**src/rtl/icache_fill_ctrl.sv**
```systemverilog
// Instruction-fetch front end: zero-latency icache lookup on hit, two-beat
// line fill from unified memory on miss, saturating hit/miss counters.
module icache_fill_ctrl #(
  parameter int unsigned CNT_W = 16
) (
  input  logic             clk,
  input  logic             rst_n,
  input  logic [15:0]      pc,
  input  logic             fetch_en,
  input  logic             flush,
  output logic [15:0]      instr,
  output logic             instr_vld,
  output logic             pc_stall,
  output logic [13:0]      ic_addr,
  output logic             ic_re,
  output logic             ic_we,
  output logic [63:0]      ic_wr_data,
  input  logic [63:0]      ic_rd_data,
  input  logic             ic_hit,
  output logic [14:0]      mem_addr,
  output logic             mem_re,
  input  logic             mem_rdy,
  input  logic [31:0]      mem_rd_data,
  output logic [CNT_W-1:0] hit_cnt,
  output logic [CNT_W-1:0] miss_cnt
);

  localparam int unsigned LINE_W = 14;
  localparam int unsigned WORD_W = 32;
  localparam logic [15:0] NOP = 16'h0000;
  localparam logic [CNT_W-1:0] CNT_MAX = {CNT_W{1'b1}};

  typedef enum logic [1:0] {
    S_IDLE  = 2'd0,
    S_REQ0  = 2'd1,
    S_REQ1  = 2'd2,
    S_WRITE = 2'd3
  } state_e;

  state_e             state_q, state_d;
  logic [LINE_W-1:0]  miss_addr_q, miss_addr_d;
  logic [WORD_W-1:0]  lo_buf_q, lo_buf_d;
  logic [WORD_W-1:0]  hi_buf_q, hi_buf_d;
  logic [CNT_W-1:0]   hit_cnt_q, hit_cnt_d;
  logic [CNT_W-1:0]   miss_cnt_q, miss_cnt_d;
  logic [15:0]        sel_instr;

  // Pick instruction pc[1:0] out of the addressed line
  always_comb begin
    sel_instr = ic_rd_data[{pc[1:0], 4'h0} +: 16];
  end

  // Next-state and output decode; IDLE outputs follow the live lookup
  always_comb begin
    state_d     = state_q;
    miss_addr_d = miss_addr_q;
    lo_buf_d    = lo_buf_q;
    hi_buf_d    = hi_buf_q;
    hit_cnt_d   = hit_cnt_q;
    miss_cnt_d  = miss_cnt_q;
    instr       = NOP;
    instr_vld   = 1'b0;
    pc_stall    = 1'b0;
    ic_addr     = '0;
    ic_re       = 1'b0;
    ic_we       = 1'b0;
    ic_wr_data  = '0;
    mem_addr    = '0;
    mem_re      = 1'b0;

    unique case (state_q)
      S_IDLE: begin
        // Lookup is held quiet while reset is asserted
        if (rst_n) begin
          ic_addr = pc[15:2];
          ic_re   = fetch_en;
          if (fetch_en) begin
            if (ic_hit) begin
              instr     = flush ? NOP : sel_instr;
              instr_vld = ~flush;
              if (hit_cnt_q != CNT_MAX) hit_cnt_d = hit_cnt_q + CNT_W'(1);
            end else begin
              pc_stall    = 1'b1;
              miss_addr_d = pc[15:2];
              if (miss_cnt_q != CNT_MAX) miss_cnt_d = miss_cnt_q + CNT_W'(1);
              state_d     = S_REQ0;
            end
          end
        end
      end
      S_REQ0: begin
        pc_stall = 1'b1;
        mem_re   = 1'b1;
        mem_addr = {miss_addr_q, 1'b0};
        if (mem_rdy) begin
          lo_buf_d = mem_rd_data;
          state_d  = S_REQ1;
        end
      end
      S_REQ1: begin
        pc_stall = 1'b1;
        mem_re   = 1'b1;
        mem_addr = {miss_addr_q, 1'b1};
        if (mem_rdy) begin
          hi_buf_d = mem_rd_data;
          state_d  = S_WRITE;
        end
      end
      S_WRITE: begin
        pc_stall   = 1'b1;
        ic_we      = 1'b1;
        ic_addr    = miss_addr_q;
        ic_wr_data = {hi_buf_q, lo_buf_q};
        state_d    = S_IDLE;
      end
      default: state_d = S_IDLE;
    endcase
  end

  // State, fill buffers and counters
  always_ff @(posedge clk or negedge rst_n) begin
    if (!rst_n) begin
      state_q     <= S_IDLE;
      miss_addr_q <= '0;
      lo_buf_q    <= '0;
      hi_buf_q    <= '0;
      hit_cnt_q   <= '0;
      miss_cnt_q  <= '0;
    end else begin
      state_q     <= state_d;
      miss_addr_q <= miss_addr_d;
      lo_buf_q    <= lo_buf_d;
      hi_buf_q    <= hi_buf_d;
      hit_cnt_q   <= hit_cnt_d;
      miss_cnt_q  <= miss_cnt_d;
    end
  end

  assign hit_cnt  = hit_cnt_q;
  assign miss_cnt = miss_cnt_q;

endmodule

```
**config.mk**
```make
export PLATFORM = sky130hd
export DESIGN_NAME = icache_fill_ctrl
export DESIGN_NICKNAME = d
export VERILOG_FILES = /design/src/rtl/icache_fill_ctrl.sv
export SDC_FILE = /design/constraint.sdc
export NUM_CORES = 1
export LEC_CHECK = 0
export BUFFER_PORTS_ARGS = -buffer_cell sky130_fd_sc_hd__buf_2
export CAP_MARGIN = 0
export CORE_MARGIN = 2
export CORE_UTILIZATION = 43
export DETAILED_ROUTE_END_ITERATION = 16
export PLACE_DENSITY = 0.77
export SETUP_SLACK_MARGIN = 0.1
export SLEW_MARGIN = 20
export SYNTH_ARGS = -nofsm -noshare
export SYNTH_HDL_FRONTEND = slang
export SYNTH_SLANG_ARGS = --single-unit
```
**constraint.sdc**
```tcl
create_clock -name clk -period 1.95 [get_ports clk]
set_input_delay 0 -clock clk [delete_from_list [all_inputs] [get_ports clk]]
set_output_delay 0 -clock clk [all_outputs]
set_load 0.01 [all_outputs]
```
# [Yosys cells after proc, flatten, opt, wreduce, memory -nomap -nowiden]
# Index checks and enable logic that the tools add are counted.
[word_totals] out_inout_bits=146 reg_bits=112 ramBits=0 mem_bits_ro=0 in_bits=118 latchBits=0 wordCells=57 memories=0
[op_classes] eq_ne=10 n_lt_le_gt_ge=0 n_div=0 n_reduce_logical=9 bitwise=2 add_sub_neg=2 shift=1 mul=0 n_mux=27
[ops] operator="16-bit 2-to-1 mux" n=5
[ops] operator="64-bit 2-to-1 mux" n=1
[ops] operator="64-bit by 7-bit variable part select with 16-bit output" n=1
[ops] operator="16-bit by 1-bit adder with 16-bit output, second input constant" n=2
[ops] operator="16-bit != test, second input constant" n=2
[ops] operator="15-bit one-hot mux with 2 select lines" n=1
[ops] operator="14-bit one-hot mux with 2 select lines" n=1
[ops] operator="5-bit AND reduction" n=3
[ops] operator="14-bit 2-to-1 mux" n=1
[ops] operator="1-bit 2-to-1 mux" n=11
[ops] operator="2-bit 2-to-1 mux" n=5
[ops] operator="2-bit != test, second input constant" n=5
[ops] operator="2-bit one-hot mux with 4 select lines" n=1
[ops] operator="2-bit == test, second input constant" n=2
[ops] operator="2-bit AND reduction" n=2
[ops] operator="4-bit AND reduction" n=1
[ops] operator="3-bit OR reduction" n=1
[ops] operator="2-bit by 1-bit == test with 1-bit output, second input constant" n=1
[ops] operator="2-bit logical NOT" n=1
[ops] operator="1-bit NOT" n=2
[ops] operator="1-bit one-hot mux with 2 select lines" n=1
[ops] operator="2-bit OR reduction" n=1

# [Logic depth before layout (Yosys ltp)]
# Gate-level depths: netlist of run 1.
[logic_depth] word_depth=6 depth_mapped=6 mapped_depth_nobuf=6

# [Worst setup path before layout of run 1]
# OpenSTA, ideal clock, no wires.
[synth_path] path_kind="register -> register" startpoint="reg state_q[0]" endpoint="reg miss_cnt_q[15], in the netlist miss_cnt[15]" synth_period_minus_slack_ns=1.851 path_slack_ns=0.099 n_path_buf=0 t_arrival_ns=1.723 t_required_ns=1.822 setup_ns=0.128 path_stages_with_launch=7 path_cell_list="dfrtp_1 > inv_1 > ha_1 > nand4b_4 > nor4_4 > nand4_1 > mux2_1"
[synth_via] elab_chain_cells=2
[synth_lines] item="from (decl)" line_no="40" source="state_e state_q, state_d;"
[synth_lines] item="from (signal assigned)" line_no="130" source="state_q <= state_d;"
[synth_lines] item="2-bit logical NOT" line_no="71" source="unique case (state_q)"
[synth_lines] item="5-bit AND reduction (no line)"
[synth_lines] item="to (signal assigned)" line_no="135" source="miss_cnt_q <= miss_cnt_d;"
[synth_lines] item="to (decl)" line_no="45" source="logic [CNT_W-1:0] miss_cnt_q, miss_cnt_d;"
# No other way between the ends.
# A chain may end at the register's enable or synchronous reset.

# [Worst setup path in the final report of run 1]
[layout_path] startpoint="reg state_q[1]" endpoint="out ic_addr[13]"
[layout_via] elab_chain_cells=2 word_cells_on_any_way=3 cone_classes="eq/ne (1); mux (1); reduce/logical (1)"
[layout_lines] item="2-bit == test / 2-bit logical NOT (equally long branches)" line_no="71"
[layout_lines] item="14-bit one-hot mux with 2 select lines (*)" line_no="71"
[layout_lines] item="to (decl)" line_no="14" source="output logic [13:0] ic_addr,"
# Mark *: on every way between the ends. The rest lies on a longest branch, timed or not.

==> summary.txt, run 1 <==
Die
  – Initial core utilization: 0.4406
  – I/O pins: 264
  – Chip Width: 120.5 um
  – Row Count: 42
  – Core ar.: 13240 um2
  – Chip height: 120.5 um
  – Die area: 14520 um2

Clocking
  – H-tree Lvls: 3
  – Root Driver: clkbuf_16
  – CTS tree: done
  – Clk_lat worst skew: 350 ps
  – Clk sinks: 112
  – CTS buffer count: 9
  – Maximum root-to-sink buffer count: 2
  – Clock transition at path regs: 70 ps

Final layout
  – Filler instances: 997
  – Final Instance Count excl. Fillers: 987
  – Area Overhead vs Synth: 47.72%
  – Share of layout cells above drive strength 1: 0.5524
  – ANT cells: 0
  – Nets: 931

Setup path
  – CP endpoint kind: output port
  – Critical Path Source Type: flip-flop
  – Critical path fanouts, max: 20
  – WP data arrival: 1810 ps
  – Reg2Reg Depth: 6
  – Crit path kind: flip-flop to output port
  – FF-to-FF Start: state_q[1]
  – Critical path origin: state_q[1]
  – Critical Path RT: 1950 ps
  – R2R Setup Slk: 190 ps
  – Reg-to-reg endpoint: miss_cnt[15]

Logic synthesis
  – Primary FF master, synth: dfrtp_1
  – Most common cell in the netlist: dfrtp_1
  – Adder-cell area share of the yosys netlist: 0.01501
  – Post-synth top cells: dfrtp_1, and2_1, mux2_2
  – Average size of a mapped cell: 12.10 um2
  – Synth Area in Compound Gates: 0.03131
  – Main combinational cell family by area after synthesis: multiplexers
  – Simple-gate area share of the yosys netlist: 0.1994
  – Post-synth top area cell: dfrtp_1
  – Post-Syn Instances: 482
  – Post-Synth XOR/XNOR Area: 0.03453
  – Sequential element share of the synthesized area: 0.4804
  – Ys async rst share: 1.000
  – Count of flip-flops with a built-in enable after synthesis: 0
  – Cell area after synthesis: 5834 um2
  – Register bit total from synthesis: 112
  – Synth cell types: 42
  – Post-synth top area share: 0.4804
  – Mapped Nets: 607
  – Ys Warns: 0
  – Multiplexer share of the synthesized area: 0.2220
  – Synth area leaders: dfrtp_1, mux2_2, and2_1

Route
  – Total Wirelength: 17790 um
  – DR iter-0 viols: 333
  – DRC violation count after routing: 0
  – Post-DRT Antenna Nets: 0
  – Vias/cell: 5.223
  – Routed len/inst: 18.02 um
  – Vias: 5155
  – Router iterations before antenna repair: 4

GRT
  – First-pass GRT wire length: 25960 um
  – Vias in the first global route: 5284
  – Initial antenna violation count: 0
  – GRT Util Overall: 0.2296
  – Largest net degree at the start of global routing: 80
  – Total global routing overflow: 0

Placement
  – Port buffer count: 263
  – Placed cells: 912
  – Post-DP HPWL: 12580 um
  – GP Congestion: 0.9787

Flow run
  – Maxcap violations: 0

Power and ir drop
  – PD cells: 1213 nW/um2
  – VDD IR max: 0.0006441 V
  – Pleak: 4.382 nW

STA
  – Final setup violation count: 0
  – Tcrit/Tclk final: 0.9266
  – Slew @ Worst Pin: 761.6 ps
  – TNS Setup: 0 ps
  – RSZ-0062 raised after global routing: yes
  – Final hold vios: 0
  – Final Max Tran Viols: 0
  – Fmax: 553.5 MHz
  – Slew margin rel.: 0.4923
  – Clock skew: 5.698 ps
  – Tmin final: 1807 ps

Worst hold path
  – HP Start: mem_rdy
  – Worst hold-check path type: primary input to flip-flop
  – Worst hold stages: 3
  – Hold path endpoint: state_q[0]

Status
  – Status: completed
[layer usage]
metal  GRT usage  routed length, um
met5           0                  0
met4      0.1148                761
met3     0.04104               1068
met2      0.4361               9645
met1      0.2405               6309
[worst max-delay path by stage]
stage | endpoint | slack, ps | cells after the start
floorplan | miss_cnt[15] | 140 | 6
global placement | miss_cnt[15] | 170 | 6
detailed placement | hit_cnt[8] | 80 | 6
CTS | instr[15] | 100 | 7
global route | instr[14] | 20 | 7
finish | ic_addr[13] | 140 | 6
[flip-flops by register name, summed over array words and instances, names as in the netlist]
register	cells
hi_buf_q	32
state_q	2
miss_addr_q	14
hit_cnt	16
miss_cnt	16
lo_buf_q	32
[final cells by class]
type | count | area (um2) | share of cell area
clock buffer | 10 | 239.0 | 0.02773
clock inverter | 6 | 73.82 | 0.008566
inverter | 2 | 7.507 | 0.0008711
multi-input combinational | 344 | 3059 | 0.3550
sequential | 112 | 2803 | 0.3252
tap | 176 | 220.2 | 0.02555
timing repair buffer | 337 | 2216 | 0.2571
[metrics by stage]
step           hold WS (ps)  utilization  worst slack [ps]  area (um2)  power (W)
2_1_floorplan        -295.6            -             144.5        5837   0.006203
3_5_place_dp         -117.7       0.5614             80.72        7435   0.007917
4_1_cts               56.55       0.6219             104.4        8235   0.009938
6_report              79.99       0.6508             143.2        8618    0.01046
5_1_grt               67.11       0.6508             16.93        8618    0.01110
3_3_place_gp         -123.1       0.5614             171.8        7435   0.007681
[cells by family (layout without fill, tap and decap cells)]
family | count (synthesis) | in the layout
buf+inv | 26 | 355
mux | 99 | 99
simple gates | 189 | 189
flops | 112 | 112
compound gates | 26 | 26
fa+ha+maj | 7 | 7
xor+xnor | 23 | 23
[layout by cell type (no fill, tap or decap), types with 4 or more instances in the layout]
master           n
and2_4          23
and3_1           5
dlygate4sd3_1   47
buf_2          242
nor3_1           8
buf_6           27
a22oi_1         13
nor2_1          19
xnor2_1          9
nand4_1         12
mux2_2          81
xor2_1          14
nand3_1         11
nand2_1         11
mux4_2          16
a21oi_1          4
and2_1          73
buf_4           16
clkbuf_16       11
dfrtp_1        112
[critical path: stages (launching register included)]
cell     delay, ps
dfrtp_1        370
buf_4          150
ha_2           310
buf_12         200
a22oi_1        110
nor2_2         160
buf_2          160
[report_power, final]
group	total [W]	switching, W	internal [W]
logic	0.00482	0.00227	0.00254
registers	0.00375	0.000517	0.00323
clock network	0.00189	0.000844	0.00105
[repair_timing]
item	CTS	global route
gates cloned	0	6
hold endpoints to repair	128	0
gates resized for setup	2	71
pin swaps	1	6
hold buffers	47	0
setup buffers	1	5
endpoints found under the setup margin	36	40
Power figures use the tool's default switching activity.
==> inputs of run 2 (changes only) <==
--- a/config.mk
+++ b/config.mk
@@ -11,6 +11,7 @@
 export CORE_UTILIZATION = 43
 export DETAILED_ROUTE_END_ITERATION = 16
 export PLACE_DENSITY = 0.77
+export RECOVER_POWER = 25
 export SETUP_SLACK_MARGIN = 0.1
 export SLEW_MARGIN = 20
 export SYNTH_ARGS = -nofsm -noshare
==> run 2 against run 1 <==
Compared with the run above:
- total power down 0.15%
- design area down 0.54%
- clock power about the same
- register-to-register slack about the same
- setup slack better by 2.9 ps
- largest cell class unchanged
- global-route usage unchanged
- via count about the same
- sequential power about the same
- highest routed layer unchanged
==> summary.txt, run 2 (synthesis results as in run 1) <==
Status
  – Status: completed

Clocking
  – Maximum root-to-sink buffer count: 2
  – Root Driver: clkbuf_16
  – Clk sinks: 112
  – CTS buffer count: 9
  – H-tree Lvls: 3
  – Clk_lat worst skew: 350 ps
  – Clock transition at path regs: 70 ps
  – CTS tree: done

Die
  – Initial core utilization: 0.4406
  – Chip height: 120.5 um
  – Chip Width: 120.5 um
  – Core ar.: 13240 um2
  – I/O pins: 264
  – Row Count: 42
  – Die area: 14520 um2

STA
  – Tcrit/Tclk final: 0.9251
  – RSZ-0062 raised after global routing: yes
  – Slew @ Worst Pin: 974.7 ps
  – Clock skew: 7.502 ps
  – Final setup violation count: 0
  – Final Max Tran Viols: 0
  – Setup ws final: 146.1 ps
  – Fmax: 554.3 MHz
  – Final hold vios: 0
  – Slew margin rel.: 0.3502
  – Tmin final: 1804 ps
  – TNS Setup: 0 ps

GRT
  – Largest net degree at the start of global routing: 80
  – GRT Util Overall: 0.2296
  – Total global routing overflow: 0
  – Vias in the first global route: 5284
  – Initial antenna violation count: 0
  – First-pass GRT wire length: 25960 um

Setup path
  – Crit path kind: flip-flop to output port
  – Critical Path Source Type: flip-flop
  – Critical path fanouts, max: 20
  – Critical Path RT: 1950 ps
  – WP data arrival: 1800 ps
  – Worst path max stage delay: 370 ps
  – Buffers & Inverters on Critical Path: 3
  – CP endpoint kind: output port
  – Cells along the critical path: buf_4, ha_2, buf_12, a22oi_1, nor2_2, buf_2
  – Delay-heaviest family, CP: buffers and inverters
  – Worst path slowest cell: dfrtp_1

Power and ir drop
  – Combinational Power Share: 0.459
  – Sw power: 0.003640 W
  – VDD IR max: 0.0006473 V
  – Sw frac: 0.3486
  – Pleak: 4.243 nW
  – PD cells: 1218 nW/um2
  – Reg power frac: 0.359
  – P_int: 0.006803 W
  – Clock power share: 0.182

Route
  – Post-DRT Antenna Nets: 0
  – Router iterations before antenna repair: 4
  – DR iter-0 viols: 304
  – Routed len/inst: 18.02 um
  – Vias: 5158
  – Vias/cell: 5.226
  – DRC violation count after routing: 0
  – Total Wirelength: 17780 um

Final layout
  – Share of layout cells above drive strength 1: 0.5117
  – Most frequent cells in the layout: buf_2, dfrtp_1, mux2_2
  – Area Overhead vs Synth: 46.92%
  – Largest regs: hi_buf_q: 32 flops, lo_buf_q: 32 flops
  – Most common cell after layout, fill and taps aside: buf_2
  – Post-route cell area: 8572 um2
  – Nets: 931
  – ANT cells: 0

Placement
  – DP Area: 7435 um2
  – Port buffer count: 263
  – GP Congestion: 0.9787
  – Pre-CTS WS: 80.72 ps
  – Post-DP HPWL: 12580 um

Worst hold path
  – Worst hold-check path type: primary input to flip-flop

Flow run
  – Maxcap violations: 0
-- run 2: worst register-to-register path: cells and delay by family, from the launching register on --
| family | cells | cell delay (ps) |
|---|---|---|
| buf+inv | 1 | 90 |
| fa+ha+maj | 1 | 180 |
| flops | 1 | 390 |
| mux | 1 | 340 |
| simple gates | 3 | 640 |
-- run 2: final cells by class --
type	instances	area (um2)
Clock inverter	6	73.82
Multi-Input combinational cell	344	3059
Inverter	2	7.507
Tap cell	176	220.2
Timing Repair Buffer	337	2170
Fill cell	1018	4671
Clock buffer	10	239.0
Sequential cell	112	2803
-- run 2: power groups by stage --
stage          Combinational [W]  Clock (W)  Sequential (W)
2_1_floorplan            0.00257          0         0.00363
3_3_place_gp             0.00400          0         0.00368
3_5_place_dp             0.00415          0         0.00377
4_1_cts                  0.00428    0.00193         0.00372
5_1_grt                  0.00519    0.00203         0.00386
6_report                 0.00480    0.00190         0.00375
-- run 2: what timing repair did --
item / in CTS / in global routing
endpoints found under the hold margin: 128 / 0
gates cloned: 0 / 6
resized for setup: 2 / 71
hold buffers: 47 / 0
endpoints found under the setup margin: 36 / 40
pin swaps: 1 / 6
buffers inserted: 1 / 5
-- run 2: final timing paths --
kind,startpoint,endpoint,slack (ps),cells past startpoint
worst max-delay path,state_q[1],ic_addr[13],150,6
worst min-delay path,mem_rdy,state_q[0],80,3
worst max register to register,state_q[0],miss_cnt[15],190,6
worst min register to register,hi_buf_q[18],hi_buf_q[18],500,1
max in group asynchronous,rst_n,hi_buf_q[2],650,3
min in group asynchronous,rst_n,hit_cnt[7],110,2
-- run 2: stage by stage --
stage | total power (W) | hold slack [ps] | utilization | std cells
floorplan | 0.006203 | -295.6 | - | 482
global placement | 0.007681 | -123.1 | 0.5614 | 912
detailed placement | 0.007917 | -117.7 | 0.5614 | 912
CTS | 0.009938 | 56.55 | 0.6219 | 976
global route | 0.01108 | 67.11 | 0.6473 | 987
finish | 0.01044 | 77.35 | 0.6473 | 987
-- run 2: routing by layer --
| layer | GRT usage | part of all wire | wire, um | vias up |
|---|---|---|---|---|
| met4 | 0.1148 | 0.043 | 757 | 0 |
| met1 | 0.2405 | 0.35 | 6260 | 2510 |
| met5 | 0 | 0 | 0 | - |
| li1 | - | - | - | 2362 |
| met3 | 0.04104 | 0.060 | 1068 | 47 |
| met2 | 0.4361 | 0.55 | 9695 | 239 |
